<file path="config.mk">
export PLATFORM = sky130hd
export DESIGN_NAME = calc_sequencer_flat
export DESIGN_NICKNAME = d
export VERILOG_FILES = /design/src/rtl/calc_sequencer_pkg.sv /design/src/rtl/calc_sequencer_if.sv /design/src/rtl/calc_sequencer.sv /design/src/flat_wrapper.sv
export SDC_FILE = /design/constraint.sdc
export NUM_CORES = 1
export LEC_CHECK = 0
export BUFFER_PORTS_ARGS = -buffer_cell sky130_fd_sc_hd__buf_2
export CORE_MARGIN = 5
export CORE_UTILIZATION = 48
export DETAILED_ROUTE_END_ITERATION = 12
export PLACE_DENSITY = 0.77
export SYNTH_ARGS = -nofsm -noshare
export SYNTH_HDL_FRONTEND = slang
export SYNTH_SLANG_ARGS = --single-unit
export TNS_END_PERCENT = 50
</file>
<file path="constraint.sdc">
create_clock -name clk -period 1.5 [get_ports clk]
set_input_delay 0.075 -clock clk [delete_from_list [all_inputs] [get_ports clk]]
set_output_delay 0.075 -clock clk [all_outputs]
set_load 0.005 [all_outputs]
</file>
<file path="src/rtl/calc_sequencer_pkg.sv">
// -----------------------------------------------------------------------------
// calc_pkg
//   Shared definitions for the calculator sequencer: operation encodings,
//   sequencer state encoding and the bit positions inside the 4-bit flag word
//   {cout, ovr, neg, zero} used by both the shared adder and the sequencer.
// -----------------------------------------------------------------------------
package calc_pkg;

  typedef enum logic [1:0] {
    OP_ADD = 2'b00,
    OP_SUB = 2'b01,
    OP_MUL = 2'b10,
    OP_CMP = 2'b11
  } op_t;

  typedef enum logic [1:0] {
    ST_IDLE,
    ST_EXEC,
    ST_MUL_ITER,
    ST_DONE
  } state_t;

  localparam int FLAGS_W   = 4;
  localparam int FLG_COUT  = 3;
  localparam int FLG_OVR   = 2;
  localparam int FLG_NEG   = 1;
  localparam int FLG_ZERO  = 0;

endpackage

</file>
<file path="src/rtl/calc_sequencer_if.sv">
// -----------------------------------------------------------------------------
// calc_sequencer_if
//   Request/response bus between a client and the calculator sequencer.
//   Signals:
//     start  - operation request (sampled by the sequencer only when idle)
//     op     - operation code (see calc_pkg::op_t)
//     opa    - operand A / MUL multiplicand
//     opb    - operand B / MUL multiplier
//     busy   - sequencer is executing an operation
//     done   - one-cycle completion pulse
//     result - registered 2*WIDTH result
//     flags  - registered {cout, ovr, neg, zero}
//   Modports: master (client side), slave (sequencer side).
// -----------------------------------------------------------------------------
interface calc_sequencer_if #(
  parameter int WIDTH = 8
);

  logic                 start;
  logic [1:0]           op;
  logic [WIDTH-1:0]     opa;
  logic [WIDTH-1:0]     opb;
  logic                 busy;
  logic                 done;
  logic [2*WIDTH-1:0]   result;
  logic [3:0]           flags;

  modport master (
    output start, op, opa, opb,
    input  busy, done, result, flags
  );

  modport slave (
    input  start, op, opa, opb,
    output busy, done, result, flags
  );

endinterface

</file>
<file path="src/rtl/calc_sequencer.sv">
// -----------------------------------------------------------------------------
// calc_sequencer
//   Sequences the calculator's shared 8-bit ripple add/subtract unit for
//   ADD, SUB, CMP (flags only) and unsigned MUL (shift-and-add, ITERS passes
//   through the same adder).
//
//   Ports:
//     clk       - system clock, all state on the rising edge
//     rst       - synchronous active-high reset; aborts any operation
//     bus       - calc_sequencer_if.slave: start/op/opa/opb in,
//                 busy/done/result/flags out
//     add_a     - shared adder operand A
//     add_b     - shared adder operand B
//     add_sub   - shared adder mode (1 = subtract)
//     add_s     - shared adder sum
//     add_flags - shared adder flags {cout, ovr, neg, zero}
//
//   All outputs are registered. The adder drive is loaded one cycle ahead so
//   that during EXEC / MUL_ITER the adder already sees the operands for the
//   current step, and its combinational answer is captured at the next edge.
// -----------------------------------------------------------------------------
module calc_sequencer
  import calc_pkg::*;
#(
  parameter int WIDTH = 8,
  parameter int ITERS = WIDTH
) (
  input  logic                 clk,
  input  logic                 rst,
  calc_sequencer_if.slave      bus,
  output logic [WIDTH-1:0]     add_a,
  output logic [WIDTH-1:0]     add_b,
  output logic                 add_sub,
  input  logic [WIDTH-1:0]     add_s,
  input  logic [FLAGS_W-1:0]   add_flags
);

  localparam int CNT_W = (ITERS > 1) ? $clog2(ITERS) : 1;

  state_t                 state_reg;
  op_t                    op_reg;
  logic [WIDTH-1:0]       m_reg;
  logic [WIDTH-1:0]       acc_reg;
  logic [WIDTH-1:0]       q_reg;
  logic [CNT_W-1:0]       cnt_reg;
  logic [2*WIDTH-1:0]     result_reg;
  logic [FLAGS_W-1:0]     flags_reg;
  logic                   busy_reg;
  logic                   done_reg;
  logic [WIDTH-1:0]       add_a_reg;
  logic [WIDTH-1:0]       add_b_reg;
  logic                   add_sub_reg;

  op_t                    cmd_op;
  logic [WIDTH-1:0]       acc_next;
  logic [WIDTH-1:0]       q_next;
  logic [FLAGS_W-1:0]     mul_flags;
  logic                   mul_last;

  assign cmd_op = op_t'(bus.op);

  // One shift-and-add step: {cout, sum, Q} shifted right by one. The adder's
  // carry becomes the new accumulator MSB and the sum LSB moves into Q.
  assign acc_next = {add_flags[FLG_COUT], add_s[WIDTH-1:1]};
  assign q_next   = {add_s[0], q_reg[WIDTH-1:1]};
  assign mul_last = (cnt_reg == CNT_W'(ITERS - 1));

  // Flags for a finished product; ovr means the product does not fit WIDTH.
  always_comb begin
    mul_flags           = '0;
    mul_flags[FLG_COUT] = 1'b0;
    mul_flags[FLG_OVR]  = |acc_next;
    mul_flags[FLG_NEG]  = acc_next[WIDTH-1];
    mul_flags[FLG_ZERO] = ~|{acc_next, q_next};
  end

  always_ff @(posedge clk) begin
    if (rst) begin
      state_reg   <= ST_IDLE;
      op_reg      <= OP_ADD;
      m_reg       <= '0;
      acc_reg     <= '0;
      q_reg       <= '0;
      cnt_reg     <= '0;
      result_reg  <= '0;
      flags_reg   <= '0;
      busy_reg    <= 1'b0;
      done_reg    <= 1'b0;
      add_a_reg   <= '0;
      add_b_reg   <= '0;
      add_sub_reg <= 1'b0;
    end else begin
      done_reg <= 1'b0;
      case (state_reg)
        ST_IDLE: begin
          if (bus.start) begin
            op_reg   <= cmd_op;
            busy_reg <= 1'b1;
            if (cmd_op == OP_MUL) begin
              m_reg       <= bus.opa;
              q_reg       <= bus.opb;
              acc_reg     <= '0;
              cnt_reg     <= '0;
              // First step adds M to a zero accumulator if Q[0] is set.
              add_a_reg   <= '0;
              add_b_reg   <= bus.opb[0] ? bus.opa : '0;
              add_sub_reg <= 1'b0;
              state_reg   <= ST_MUL_ITER;
            end else begin
              add_a_reg   <= bus.opa;
              add_b_reg   <= bus.opb;
              add_sub_reg <= (cmd_op == OP_SUB) || (cmd_op == OP_CMP);
              state_reg   <= ST_EXEC;
            end
          end
        end

        ST_EXEC: begin
          flags_reg <= add_flags;
          if (op_reg != OP_CMP) begin
            result_reg <= {{WIDTH{1'b0}}, add_s};
          end
          add_a_reg   <= '0;
          add_b_reg   <= '0;
          add_sub_reg <= 1'b0;
          busy_reg    <= 1'b0;
          done_reg    <= 1'b1;
          state_reg   <= ST_DONE;
        end

        ST_MUL_ITER: begin
          acc_reg <= acc_next;
          q_reg   <= q_next;
          cnt_reg <= cnt_reg + CNT_W'(1);
          if (mul_last) begin
            result_reg  <= {acc_next, q_next};
            flags_reg   <= mul_flags;
            add_a_reg   <= '0;
            add_b_reg   <= '0;
            busy_reg    <= 1'b0;
            done_reg    <= 1'b1;
            state_reg   <= ST_DONE;
          end else begin
            // Preload the adder for the next step from the post-shift values.
            add_a_reg <= acc_next;
            add_b_reg <= q_next[0] ? m_reg : '0;
          end
          add_sub_reg <= 1'b0;
        end

        ST_DONE: begin
          state_reg <= ST_IDLE;
        end

        default: begin
          state_reg <= ST_IDLE;
        end
      endcase
    end
  end

  assign add_a      = add_a_reg;
  assign add_b      = add_b_reg;
  assign add_sub    = add_sub_reg;
  assign bus.busy   = busy_reg;
  assign bus.done   = done_reg;
  assign bus.result = result_reg;
  assign bus.flags  = flags_reg;

endmodule

</file>
<file path="src/flat_wrapper.sv">
// flat-port wrapper written by rule: the top's interface ports become plain ports
module calc_sequencer_flat import calc_pkg::*;
#(
  parameter int WIDTH = 8,
  parameter int ITERS = WIDTH
)
  (clk, rst, add_a, add_b, add_sub, add_s, add_flags, bus_start, bus_op, bus_opa, bus_opb, bus_busy, bus_done, bus_result, bus_flags);
  calc_sequencer_if #(.WIDTH(WIDTH)) bus_i ();
  input  logic clk;
  input  logic rst;
  output logic [WIDTH-1:0] add_a;
  output logic [WIDTH-1:0] add_b;
  output logic add_sub;
  input  logic [WIDTH-1:0] add_s;
  input  logic [FLAGS_W-1:0] add_flags;
  input wire logic [$bits(bus_i.start)-1:0] bus_start;
  input wire logic [$bits(bus_i.op)-1:0] bus_op;
  input wire logic [$bits(bus_i.opa)-1:0] bus_opa;
  input wire logic [$bits(bus_i.opb)-1:0] bus_opb;
  output wire logic [$bits(bus_i.busy)-1:0] bus_busy;
  output wire logic [$bits(bus_i.done)-1:0] bus_done;
  output wire logic [$bits(bus_i.result)-1:0] bus_result;
  output wire logic [$bits(bus_i.flags)-1:0] bus_flags;
  assign bus_i.start = bus_start;
  assign bus_i.op = bus_op;
  assign bus_i.opa = bus_opa;
  assign bus_i.opb = bus_opb;
  assign bus_busy = bus_i.busy;
  assign bus_done = bus_i.done;
  assign bus_result = bus_i.result;
  assign bus_flags = bus_i.flags;
  calc_sequencer #(.WIDTH(WIDTH), .ITERS(ITERS)) u_core (.clk(clk), .rst(rst), .bus(bus_i), .add_a(add_a), .add_b(add_b), .add_sub(add_sub), .add_s(add_s), .add_flags(add_flags));
endmodule
</file>
[Word-level counts from Yosys, hierarchy flattened]
Index checks and enable logic that the tools add are counted.
Word-level totals
  bits in registers: 62
  input bits: 33
  output and inout port bits: 39
  logic and storage cells: 77
Cells by class
  $add $sub $neg: 1
  equality and inequality tests: 12
  mux-type cells: 33
  reduce and logical (&&, ||, !) cells: 19
Operators with widths (number)
  $mux W8: 10
  $pmux W8 S3: 2
  $mux W16: 2
  $pmux W16 S2: 1
  $pmux W8 S2: 1
  $reduce_or A16 Y1: 1
  $reduce_and A3 Y1: 4
  $reduce_and A2 Y1: 5
  $eq A2 B2 Y1 const B: 4
  $pmux W2 S4: 1
  $pmux W4 S2: 1
  $reduce_or A8 Y1: 1
  $mux W2: 3
  $mux W3: 2
  $ne A2 B1 Y1 const B: 3
  $pmux W3 S2: 1
  $reduce_bool A2 Y1: 3
  $mux W1: 5
  $eq A2 B1 Y1 const B: 2
  $mux W4: 1
  $ne A2 B2 Y1 const B: 2
  $pmux W1 S2: 2
  $add A3 B1 Y3 const B: 1
  $eq A3 B3 Y1 const B: 1
  other kinds (6): 6

[Longest topological paths before layout]
  depth in word-level cells: 5
  depth in mapped cells: 8
  gate-level depth less buffers: 6

[Worst setup path after synthesis]
Ideal clock, no wire load.
  path kind: register to register
  start: register u_core.state_reg[0]
  end: register u_core.add_a_reg[4] (netlist: u_core.add_a[4])
  library setup time: 0.132 ns
  arrival time: 1.508 ns
  required time: 1.368 ns
  setup slack: -0.140 ns
  stages on the path, launching flop included: 9
  path buffers: 2
  clock period less this slack: 1.640 ns
  cell sequence: dfxtp_1 -> inv_1 -> ha_1 -> nor2b_1 -> or2_1 -> buf_4 -> buf_4 -> a221oi_1 -> nor3_1
Between the ends
  cells in the longest elaborated chain, start to end: 3
  elaborated cells between the ends (all ways): 7
  classes of those cells: 3 x eq/ne; 1 x mux; 3 x reduce/logical
RTL lines
  start: declaration: RTL line calc_sequencer.sv:40  | state_t state_reg;
  start signal: assignment: RTL line calc_sequencer.sv:79  | state_reg <= ST_IDLE;
  start signal: assignment: RTL line calc_sequencer.sv:108  | state_reg <= ST_MUL_ITER;
  start signal: assignment: RTL line calc_sequencer.sv:113  | state_reg <= ST_EXEC;
  $eq A2 B1 Y1, or another cell as far along: RTL line calc_sequencer.sv:94  | case (state_reg)
  $reduce_bool A3 Y1 (no source line) or $ne A2 B2 Y1 (tied branches)
  $reduce_and A2 Y1 (no source line)
  end signal: assignment: RTL line calc_sequencer.sv:110  | add_a_reg <= bus.opa;
  end signal: assignment: RTL line calc_sequencer.sv:145  | add_a_reg <= acc_next;
  end: declaration: RTL line calc_sequencer.sv:50  | logic [WIDTH-1:0] add_a_reg;
Several ways; a longest one is shown, not always the timed one.
A chain may end at the register's enable or synchronous reset.

[Final worst setup path]
  start: register u_core.state_reg[1]
  end: register u_core.add_b_reg[5] (netlist: u_core.add_b[5])
Between the ends
  cells in the longest elaborated chain, start to end: 3
  elaborated cells between the ends (all ways): 7
  classes of those cells: 3 x eq/ne; 1 x mux; 3 x reduce/logical
RTL lines
  $eq A2 B1 Y1, or another cell as far along: RTL line calc_sequencer.sv:94
  $reduce_bool A3 Y1 (no source line) or $ne A2 B2 Y1 (tied branches)
  $reduce_and A2 Y1 (no source line)
  end signal: assignment: RTL line calc_sequencer.sv:106  | add_b_reg <= bus.opb[0] ? bus.opa : '0;
  end signal: assignment: RTL line calc_sequencer.sv:111  | add_b_reg <= bus.opb;
  end signal: assignment: RTL line calc_sequencer.sv:146  | add_b_reg <= q_next[0] ? m_reg : '0;
  end: declaration: RTL line calc_sequencer.sv:51  | logic [WIDTH-1:0] add_b_reg;
Several ways; a longest one is shown, not always the timed one.

==> impl_table.tex <==
\begin{tabular}{lr}
\hline
Metric & Value \\
\hline
\multicolumn{2}{l}{\textbf{Setup path}} \\
R2r worst-path depth & 8 \\
First element of the critical path & u\_core.state\_reg[1]\$\_SDFFE\_PP0P\_ \\
FF-to-FF End & u\_core.add\_b[5]\$\_SDFFE\_PP0P\_ \\
Reg-to-reg critical path startpoint & u\_core.state\_reg[1]\$\_SDFFE\_PP0P\_ \\
Max FO, Critical Path & 4 \\
Timing endpoint of the critical path & u\_core.add\_b[5]\$\_SDFFE\_PP0P\_ \\
R2R setup slack & -0.16 ns \\
Startpoint-to-endpoint class of the critical path & reg -> reg \\
Crit path capture type & flop \\
Crit path arrival time & 1.92 ns \\
Worst Path Required & 1.75 ns \\
Crit start category & flop \\
\multicolumn{2}{l}{\textbf{Cells and area}} \\
\# fillers & 354 \\
Diode count & 0 \\
Final design instance area without fill & 0.004403 mm2 \\
Register area & 0.001229 mm2 \\
Number of flip-flops under the largest register name & 16 \\
Post-layout nets & 494 \\
Proportion of layout cells with a drive suffix above 1 & 0.4738 \\
Multi-input combinational cell area & 0.001854 mm2 \\
Layout Area Growth over Synthesis & 55.02\% \\
\multicolumn{2}{l}{\textbf{GRT}} \\
Routing usage on met2 & 0.3934 \\
Aggregate global-route resource usage & 0.2452 \\
Largest net degree at the start of global routing & 29 \\
Vias in the first global route & 2895 \\
First-pass GRT wire length & 14.36 mm \\
GR met1 Demand/Resource & 0.2983 \\
Busiest grt layer & met2 \\
Antenna violations before repair & 0 \\
Total congestion overflow & 0 \\
GR met3 Demand/Resource & 0.05771 \\
\multicolumn{2}{l}{\textbf{Yosys}} \\
Mean post-synth cell area & 8.581 um2 \\
Post-synth design cell area & 0.002840 mm2 \\
Number of flip-flops and latches in the synthesized netlist & 61 \\
Post-synthesis sequential area ratio & 0.4300 \\
Xor and xnor area share after synthesis & 0 \\
Most used flip-flop cell after synthesis & sky130\_fd\_sc\_hd\_\_dfxtp\_1 \\
Count of warnings emitted by yosys & 0 \\
Synthesized net count & 371 \\
Combinational family with the most area after synthesis & simple AND/OR/NAND/NOR gates \\
Synth Area in Compound Gates & 0.2097 \\
Share of synthesized flip-flops with an asynchronous set or reset & 0 \\
Proportion of synthesized area in mux cells & 0.06476 \\
Adder-cell share of the synthesized area & 0.03084 \\
Basic-gate share of the synthesized area counting and, or, nand and nor cells & 0.2137 \\
Mapped Cells & 331 \\
Number of enable-type register cells in the synthesized netlist & 0 \\
Count of different cell masters after synthesis & 39 \\
\multicolumn{2}{l}{\textbf{Floorplanning}} \\
Die extent in x & 86.92 um \\
Die height & 86.92 um \\
Standard-cell row count & 28 \\
Starting utilization of the core area & 0.4855 \\
Num ports & 72 \\
Full die area & 0.007555 mm2 \\
Area inside the core boundary & 0.005851 mm2 \\
\multicolumn{2}{l}{\textbf{Timing}} \\
Actual slew at the worst max-slew pin & 0.3908 ns \\
Final critical-path setup slack & -0.1623 ns \\
Headroom to the max-slew limit & 0.7395 \\
Setup repair after global routing missed its margin & true \\
Final setup violating endpoints & 40 \\
Number of max-slew violations in the final report & 0 \\
Final worst clock skew & 0.01086 ns \\
Maximum frequency from static timing analysis & 0.6016 GHz \\
Count of final hold-check violations & 0 \\
Final cycle utilization of the critical path & 1.108 \\
Fin crit period & 1.662 ns \\
Final worst hold slack & 0.03256 ns \\
\multicolumn{2}{l}{\textbf{Power and ir drop}} \\
Leakage power summed over all cells & 0.001834 uW \\
PD cells & 2079 mW/mm2 \\
VDD IR max & 1.197 mV \\
\multicolumn{2}{l}{\textbf{Drt}} \\
Antenna-violating nets left & 0 \\
Drt total wl & 11.13 mm \\
TritonRoute pass-1 iters & 5 \\
Wirelength per Cell & 20.89 um \\
Vias post-DR & 3236 \\
Final routed DRC violation total & 0 \\
Detailed Route Iter0 Violations & 295 \\
Drt via density & 6.071 \\
\multicolumn{2}{l}{\textbf{Place}} \\
Last weighted congestion value of the routability-driven placer & 0.8395 \\
Detail Placement HPWL & 5.818 mm \\
Worst slack after detailed placement & -0.2267 ns \\
Instance area after placement & 0.003508 mm2 \\
Count of input and output buffers & 71 \\
\multicolumn{2}{l}{\textbf{Run status}} \\
Violations in the final reports & negative setup slack \\
Outcome & finished, violations left \\
\multicolumn{2}{l}{\textbf{CTS}} \\
Clock-pin slew reported for the worst setup and hold paths after clock tree synthesis & 0.07 ns \\
Clock tree from TritonCTS & done \\
Clock Latency Late Sink & 0.35 ns \\
Sinks on the clock net & 61 \\
Cell chosen for the clock root & sky130\_fd\_sc\_hd\_\_clkbuf\_8 \\
Number of buffers created by CTS & 9 \\
Htree depth & 3 \\
Buffers from clock root to sink, at most & 2 \\
\multicolumn{2}{l}{\textbf{Run}} \\
Max-cap violations & 0 \\
\multicolumn{2}{l}{\textbf{Min path}} \\
Hold WC Path Type & in -> reg \\
\hline
\end{tabular}
## where the power goes
part	internal [uW]	switching (uW)	total (uW)	leakage [uW]
Clock	756	660	1420	0.0000854
Sequential	2050	343	2400	0.000501
Combinational	2650	2700	5340	0.00125
## critical path, cell delays in order, from the launching register on
cell                        delay, ns
sky130_fd_sc_hd__dfxtp_4         0.39
sky130_fd_sc_hd__inv_4           0.05
sky130_fd_sc_hd__ha_4            0.16
sky130_fd_sc_hd__nor2b_4         0.13
sky130_fd_sc_hd__buf_6           0.12
sky130_fd_sc_hd__nor2_4          0.20
sky130_fd_sc_hd__clkbuf_16       0.19
sky130_fd_sc_hd__nor2_1          0.06
sky130_fd_sc_hd__a211oi_1        0.27
## cell usage after synthesis, drive strengths merged (7+ instances only)
master,instances,area share
mux2i,18,0.065
nor3,8,0.014
ha,7,0.031
a211oi,25,0.073
o21ai,7,0.014
a21oi,33,0.058
clkbuf,10,0.013
a221oi,8,0.025
a21o,7,0.019
nand3,20,0.035
dfxtp,61,0.43
buf,14,0.031
nand2,42,0.056
nor2,42,0.057
## timing repair
action                                 CTS  global route
hold buffers                             7             0
setup endpoints to repair               48            55
endpoints found under the hold margin    7             0
setup buffers                           14            13
pin swaps                               17            35
gates cloned                             2             3
gates resized for setup                 31            62
## layer usage
metal | share of wire | routed length, um
met1 | 0.37 | 4139
met2 | 0.49 | 5499
met3 | 0.082 | 918
met4 | 0.052 | 574
met5 | 0 | 0
## stage by stage
stage | setup TNS, ns | power (uW) | utilization | instances
6_report | -2.574 | 9154 | 0.7526 | 533
2_1_floorplan | -1.006 | 4554 | - | 331
5_1_grt | -4.760 | 9557 | 0.7526 | 533
4_1_cts | -2.175 | 7902 | 0.6912 | 521
3_5_place_dp | -5.251 | 5809 | 0.5997 | 484
3_3_place_gp | -1.941 | 5720 | 0.5997 | 484
## logic make-up (layout without fill, tap and decap cells)
| group | after synthesis | in the layout |
|---|---|---|
| muxes | 18 | 18 |
| buffers and inverters | 29 | 155 |
| adders and majority gates | 7 | 7 |
| and+or+nand+nor | 130 | 131 |
| DFF | 61 | 61 |
| AOI/OAI and AO/OA | 86 | 86 |
## placed cells by master (no fill, tap or decap), types with 9 or more instances in the layout
cell type                  synthesis  routed
sky130_fd_sc_hd__buf_2             5      71
sky130_fd_sc_hd__dfxtp_1          61      57
sky130_fd_sc_hd__nand2_1          42      39
sky130_fd_sc_hd__buf_4             8      34
sky130_fd_sc_hd__nor2_1           40      30
sky130_fd_sc_hd__a21oi_1          33      27
sky130_fd_sc_hd__nand3_1          20      17
sky130_fd_sc_hd__mux2i_1          17      17
sky130_fd_sc_hd__buf_6             0      14
sky130_fd_sc_hd__a211oi_1         21      13
sky130_fd_sc_hd__a211oi_2          4      12
sky130_fd_sc_hd__clkbuf_8          0       9
## how the worst min path moves through the flow
| stage | end | from | slack, ns | depth (start not counted) |
|---|---|---|---|---|
| after detailed placement | u_core.m_reg[1]$_SDFFE_PP0P_ | bus_opa[1] | 0.36 | 3 |
| final | u_core.op_reg[0]$_SDFFE_PP0P_ | bus_op[0] | 0.03 | 3 |
| after global routing | u_core.bus.result[11]$_SDFFE_PP0P_ | add_s[4] | 0.03 | 3 |
| after floorplan | u_core.m_reg[0]$_SDFFE_PP0P_ | bus_opa[0] | 0.21 | 2 |
| after CTS | u_core.m_reg[7]$_SDFFE_PP0P_ | bus_opa[7] | 0.0004 | 3 |
| after global placement | u_core.m_reg[7]$_SDFFE_PP0P_ | bus_opa[7] | 0.36 | 3 |
## cell type report
class	count	area share
repair buffers	135	0.2325
flip-flops and latches	61	0.2791
well taps	75	0.02131
clock inverters	4	0.01137
inverters	5	0.004831
clock buffers	11	0.02984
multi-input cells	242	0.4211
Power figures use the tool's default switching activity.
